File: config.mk
export PLATFORM = sky130hd
export DESIGN_NAME = hex_scan_driver
export DESIGN_NICKNAME = d
export VERILOG_FILES = /design/src/rtl/hex_scan_driver_pkg.sv /design/src/rtl/hex_scan_driver_hex_to_seg.sv /design/src/rtl/hex_scan_driver.sv
export SDC_FILE = /design/constraint.sdc
export NUM_CORES = 1
export LEC_CHECK = 0
export ABC_AREA = 1
export ABC_CLOCK_PERIOD_IN_PS = 6030
export CORE_MARGIN = 2
export CORE_UTILIZATION = 30
export CTS_BUF_LIST = sky130_fd_sc_hd__clkbuf_4 sky130_fd_sc_hd__clkbuf_8 sky130_fd_sc_hd__clkbuf_16
export DETAILED_ROUTE_END_ITERATION = 6
export PLACE_DENSITY_LB_ADDON = 0.12
export SLEW_MARGIN = 5
export SYNTH_ARGS = -nofsm -noshare
export SYNTH_HDL_FRONTEND = slang
export SYNTH_SLANG_ARGS = --single-unit
File: constraint.sdc
create_clock -name clk_i -period 6.03 [get_ports clk_i]
set_clock_uncertainty 0.2 [all_clocks]
set_input_delay 0.9045 -clock clk_i [delete_from_list [all_inputs] [get_ports clk_i]]
set_output_delay 0.9045 -clock clk_i [all_outputs]
set_load 0.02 [all_outputs]
File: src/rtl/hex_scan_driver_pkg.sv
// hex_scan_driver_pkg: segment code constants shared by the scan driver and its decoder
package hex_scan_driver_pkg;
  typedef logic [6:0] seg_t;
  localparam seg_t SEG_OFF = 7'b1111111;
  localparam seg_t SEG_HEX [16] = '{
    7'b1000000, 7'b1111001, 7'b0100100, 7'b0110000,
    7'b0011001, 7'b0010010, 7'b0000010, 7'b1111000,
    7'b0000000, 7'b0010000, 7'b0001000, 7'b0000011,
    7'b1000110, 7'b0100001, 7'b0000110, 7'b0001110
  };
endpackage

File: src/rtl/hex_scan_driver_hex_to_seg.sv
// hex_to_seg: nibble to active-low 7-segment pattern
module hex_to_seg
  import hex_scan_driver_pkg::*;
(
  input  logic [3:0] nib_i,
  output seg_t       seg_o
);
  assign seg_o = SEG_HEX[nib_i];
endmodule

File: src/rtl/hex_scan_driver.sv
// hex_scan_driver: multiplexed hex display with tear-free shadow/display double buffering
module hex_scan_driver
  import hex_scan_driver_pkg::*;
#(
  parameter int DIGITS      = 8,
  parameter int REFRESH_DIV = 50000,
  parameter bit BLANK_LZ    = 1'b1
) (
  input  logic                clk_i,
  input  logic                rst_i,
  input  logic [4*DIGITS-1:0] data_i,
  input  logic                we_i,
  input  logic                en_i,
  output seg_t                seg_o,
  output logic [DIGITS-1:0]   an_o,
  output logic [4*DIGITS-1:0] latched_o,
  output logic                frame_o
);
  localparam int PW = $clog2(REFRESH_DIV);
  localparam int IW = DIGITS > 1 ? $clog2(DIGITS) : 1;
  logic [PW-1:0] presc;
  logic [IW-1:0] idx;
  logic [4*DIGITS-1:0] shadow, disp;
  logic [DIGITS-1:0] lz;
  logic tc, last, blank;
  logic [3:0] nib;
  seg_t dec;
  assign tc = presc == PW'(REFRESH_DIV - 1);
  assign last = idx == IW'(DIGITS - 1);
  assign frame_o = tc && last;
  assign latched_o = shadow;
  assign nib = disp[4*idx +: 4];
  // lz[i]: nibbles i..DIGITS-1 of the display register are all zero
  always_comb begin
    lz = '0;
    lz[DIGITS-1] = disp[4*DIGITS-1 -: 4] == 4'd0;
    for (int i = DIGITS - 2; i >= 0; i--) lz[i] = lz[i+1] && disp[4*i +: 4] == 4'd0;
  end
  assign blank = BLANK_LZ && idx != '0 && lz[idx];
  hex_to_seg u_dec (.nib_i(nib), .seg_o(dec));
  always_ff @(posedge clk_i) begin
    if (rst_i) begin
      presc  <= '0;
      idx    <= '0;
      shadow <= '0;
      disp   <= '0;
      an_o   <= ~DIGITS'(1);
      seg_o  <= SEG_HEX[0];
    end else begin
      presc <= tc ? '0 : presc + 1'b1;
      if (tc) idx <= last ? '0 : idx + 1'b1;
      if (we_i) shadow <= data_i;
      if (frame_o) disp <= we_i ? data_i : shadow;
      an_o  <= en_i ? ~(DIGITS'(1) << idx) : '1;
      seg_o <= en_i && !blank ? dec : SEG_OFF;
    end
  end
endmodule
Word-level counts from Yosys, hierarchy flattened --
Memory sizes are Yosys's and may differ from the RTL's. Cells that the tools add are included.
Operators by class: add/subtract/negate cells 2, order comparisons 2, equal/unequal tests 2, shifts and indexed selects 2, mux-type cells 8, bitwise operators 4, reduce and logical (&&, ||, !) cells 23
Operators by type and width (count):
- 4-bit logical NOT | 8
- 32-bit 2-to-1 mux | 1
- 32-bit by 6-bit variable part select with 4-bit output | 1
- 16-bit by 1-bit adder with 16-bit output, second input constant | 1
- 16-bit equality test, second input constant | 1
- 7-bit 2-to-1 mux | 2
- 1-bit logical AND | 10
- 8-bit inverter | 1
- 1-bit by 3-bit left shift with 8-bit output, first input constant | 1
- 6-bit 2-to-1 mux | 1
- 2-bit OR reduction | 3
- 5-bit >= comparator, second input constant | 1
- 4-bit inverter with 5-bit output | 1
- 3-bit by 4-bit < comparator with 1-bit output, second input constant | 1
- 3-bit by 1-bit adder with 3-bit output, second input constant | 1
- 1-bit binary-select mux with 3-bit select | 1
- 3-bit equality test, second input constant | 1
- 3-bit 2-to-1 mux | 1
- 3-bit nonzero test | 1
- 1-bit 2-to-1 mux | 2
- 1-bit inverter | 2
- 1-bit logical NOT | 1
Word-level totals: flip-flop bits (word level) 98, ROM bits 112, logic and storage cells 52, memories kept 1
Memory list:
- (name not given) | words 16, bits a word 7, read ports 1, clocked after memory_dff 0, wr ports 0, line hex_scan_driver_hex_to_seg.sv:8 | assign seg_o = SEG_HEX[nib_i];

Longest topological paths before layout --
depth in word-level cells 15, gate-level depth with buffers 16

Modules after synthesis --
From an unflattened synthesis, not the netlist that was laid out.
Unflattened totals: cells, all modules 676, area, all modules 4655.7 µm²
By module, submodules not included:
- hex_scan_driver | times used 1, cells an instance 627, area each 4381.7 µm², sequential area each 1961.9 µm²
- hex_to_seg | times used 1, cells an instance 49, area each 274.0 µm², sequential area each 0.0 µm²

Worst setup path after synthesis --
Ideal clock, no wire load.
kind reg-to-output, start point register idx[1], end point output port frame_o, arrival time 1.616 ns, required time 4.925 ns, slack 3.310 ns, stages on the path, launching flop included 6, path buffers 1, path through dfxtp_1 -> ha_1 -> ha_1 -> clkbuf_1 -> inv_1 -> nor3_1
On the way: longest elaborated chain between the ends 2
RTL lines:
- from (decl) | line hex_scan_driver.sv:22 | logic [IW-1:0] idx;
- from (signal assigned) | line hex_scan_driver.sv:51 | if (tc) idx <= last ? '0 : idx + 1'b1;
- 3-bit equality test | line hex_scan_driver.sv:29 | assign last = idx == IW'(DIGITS - 1);
- 1-bit logical AND | line hex_scan_driver.sv:30 | assign frame_o = tc && last;
- to (decl) | line hex_scan_driver.sv:17 | output logic frame_o
Every way passes these cells.

Worst setup path in the final report --
start point register idx[0], end point output port frame_o
The elaborated chain is that of the path after synthesis.

==> summary.md <==
| Metric | Value |
|---|---|
| Slew HR | 0.515 |
| Sequential fraction of the synthesis area | 0.409 |
| Most common cell after layout, fill and taps aside | nand2_1 |
| CP Launch Type | flip-flop |
| # Max-Cap Violations | 0 |
| Gpl congestion | approximately 0.86 |
| Number of cell rows | 46 |
| Reg2reg path depth | 13 |
| Clock sink count | between 90 and 100 |
| Crit Reg-Reg Startpoint | idx[0] |
| Final Hold Violating Endpoints | 0 |
| Combinational fraction of design power | 0.091 |
| CTS tree | yes |
| Post-Layout Cell Count | ~1000 |
| Fillers | around 1700 |
| Worst flop-to-flop path endpoint | seg_o[0] |
| Seq cells post-synth | 98 |
| PwrDens | approximately 220 mW/mm^2 |
| Clock Tree Buf Depth | 2 |
| CP required | 4.93 ns |
| Worst-Margin Slew | roughly 0.73 ns |
| Setup Fix Bufs, Post-CTS | 0 |
| Most frequent cells in the layout | 171 x nand2_1, 110 x inv_1, 98 x dfxtp_1 |
| Die X | between 100 and 150 um |
| Die area | ~0.017 sq mm |
| RSZ-0062 raised after global routing | no |
| Ys Warns | 0 |
| Clock power share | 0.412 |
| Via count | approximately 4500 |
| Leading area contributor after synthesis | dfxtp_1 |
| Antenna cells | 0 |
| Worst Hold Depth | 1 |
| Tcrit/Tclk final | 0.621 |
| Crit path arrival time | 2.64 ns |
| Vias in the first global route | slightly above 4000 |
| Final setup violation count | 0 |
| Initial DRC count | slightly below 200 |
| Final Instance Area | 0.00603 sq mm |
| Final #Nets | just over 800 |
| CTS Buf Count | 9 |
| DR WL/cell | 12.3 um |
| DR DRC count | 0 |
| Largest net degree at the start of global routing | 55 |
| H-tree depth | 3 |
| Global-route wire length before repair | 19900 um |
| Total wire length | roughly 12000 um |
| Initial antenna violation count | 0 |
| Post-synthesis cell count | 708 |
| Top post-synthesis cells by area | dfxtp_1 41%, nand2_1 13%, inv_1 8.6% |
| Initial Util | 0.304 |
| Gr usage total | 0.146 |
| Core area | approximately 0.016 sq mm |
| Vias/cell | 4.48 |
| Synth-to-layout area growth | 25.7% |
| Height of the die | roughly 130 um |
| # hold bufs at CTS | 0 |
| Clock Latency Late Sink | between 0.3 and 0.4 ns |
| Post-CTS sizing | 0 |
| Final core utilization | 0.382 |
| Switch Pwr | around 0.00033 W |
| Maximum VDD drop | ~0.00013 V |
| IO Count | 84 |
| Worst hold path endpoint | presc[0] |
| Power Internal | approximately 0.0010 W |
| Dpl cells | around 1000 |
| Share of cells above drive strength 1 | 0.0436 |
| Root Driver | clkbuf_16 |
| Leakage Power | about 2.5 nW |
| Syn nets | approximately 760 |
| Syn_area_per_cell | between 6 and 7 sq um |
| Post-DRT Antenna Nets | 0 |
| Dpl cell area | 0.00574 sq mm |
| Number of max-slew violations in the final report | 0 |
| First-pass DRT Iterations | 4 |
| DP HPWL | around 8800 um |
| Minimum clock period after layout | roughly 3.7 ns |
| Register-to-Register Setup Slack | between 3 and 4 ns |
| Setup TNS | 0 ns |
| Max FO, Critical Path | 23 |
| CTS clk-pin slew, worst paths | ~0.07 ns |
| CP Class | flip-flop to output port |
| Yosys cell types | 27 |
| Cell area after synthesis | approximately 0.0048 sq mm |
| Gr ovfl total | 0 |
| Min-delay worst type | flip-flop to flip-flop |
| Worst hold start | presc[0] |
| F_max | about 270 MHz |
| Share of the synthesized area in the top cell type | 0.409 |
| Switching portion of total power | 0.247 |
| Crit. End Element | output port |
| Status | complete, no violations |
| IO buf count | slightly above 80 |
| Sequential share of power | 0.497 |
power by group through the flow:
| stage | logic, W | registers, W | clock network [W] |
|---|---|---|---|
| floorplan | 0.0000426 | 0.000702 | 0 |
| global placement | 0.000122 | 0.000686 | 0 |
| global route | 0.000136 | 0.000673 | 0.000597 |
| finish | 0.000123 | 0.000671 | 0.000556 |
| detailed placement | 0.000123 | 0.000686 | 0 |
| CTS | 0.000124 | 0.000671 | 0.000573 |
worst max path at each step:
stage                     startpoint       to  slack, ns
after global placement        idx[0]  frame_o       2.67
after detailed placement      idx[0]  frame_o       2.66
after floorplan               idx[1]  frame_o       3.31
after CTS                     idx[0]  frame_o       2.25
final                         idx[0]  frame_o       2.29
after global routing          idx[0]  frame_o       2.12
Yosys cell counts:
cell,n
nor4_4,2
nand2_2,3
buf_1,3
buf_4,2
nand2_4,1
nand2_1,171
a21oi_1,44
nand3_4,1
nand4_1,39
nor2_1,84
nor4_1,1
nor3b_1,3
o31ai_1,1
o21ai_0,37
clkbuf_1,17
nor3_1,8
o211ai_1,2
clkinv_1,2
inv_2,5
ha_1,13
inv_1,110
buf_2,5
buf_6,6
xor2_1,1
nand3b_1,2
dfxtp_1,98
nand3_1,47
state kept, by name, summed over array words and instances (netlist names):
signal	count
latched_o	32
an_o	8
disp	32
presc	16
seg_o	7
idx	3
per-stage QoR:
| step | hold slack (ns) | worst slack [ns] | total power, W |
|---|---|---|---|
| floorplan | 0.217 | 3.31 | 0.000745 |
| global placement | 0.230 | 2.67 | 0.000808 |
| detailed placement | 0.241 | 2.66 | 0.000809 |
| CTS | 0.251 | 2.25 | 0.00137 |
| global route | 0.274 | 2.12 | 0.00141 |
| finish | 0.247 | 2.29 | 0.00135 |
logic make-up (layout without fill, tap and decap cells):
| logic type | after synthesis | count (layout) | share of synthesized area |
|---|---|---|---|
| AOI/OAI and AO/OA | 84 | 84 | 0.0893 |
| DFF | 98 | 98 | 0.409 |
| and+or+nand+nor | 362 | 362 | 0.336 |
| adders and majority gates | 13 | 13 | 0.0339 |
| buffers and inverters | 150 | 221 | 0.130 |
| xor gates and xnor gates | 1 | 1 | 0.00183 |
worst max-delay path, stage by stage (launching register included):
cell and delay, ns:
dfxtp_1 0.79, ha_1 0.30, ha_1 0.18, inv_1 0.08, nor3_1 0.28, clkdlybuf4s50_1 0.66
area by class of cell:
class | count | area, sq um | area share
multi-input combinational | 460 | 2210 | 0.367
timing repair buffer | 88 | 863 | 0.143
tap | 216 | 270 | 0.0449
inverter | 117 | 439 | 0.0729
clock buffer | 11 | 246 | 0.0409
clock inverter | 5 | 35.0 | 0.00581
sequential | 98 | 1960 | 0.326
per-layer routing:
| layer | GRT usage | share of wire |
|---|---|---|
| met2 | 0.207 | 0.41 |
| met4 | 0.0488 | 0.014 |
| met3 | 0.0257 | 0.038 |
| met5 | 0 | 0 |
| met1 | 0.223 | 0.54 |
Note: power is estimated with default switching activity, not from simulation.
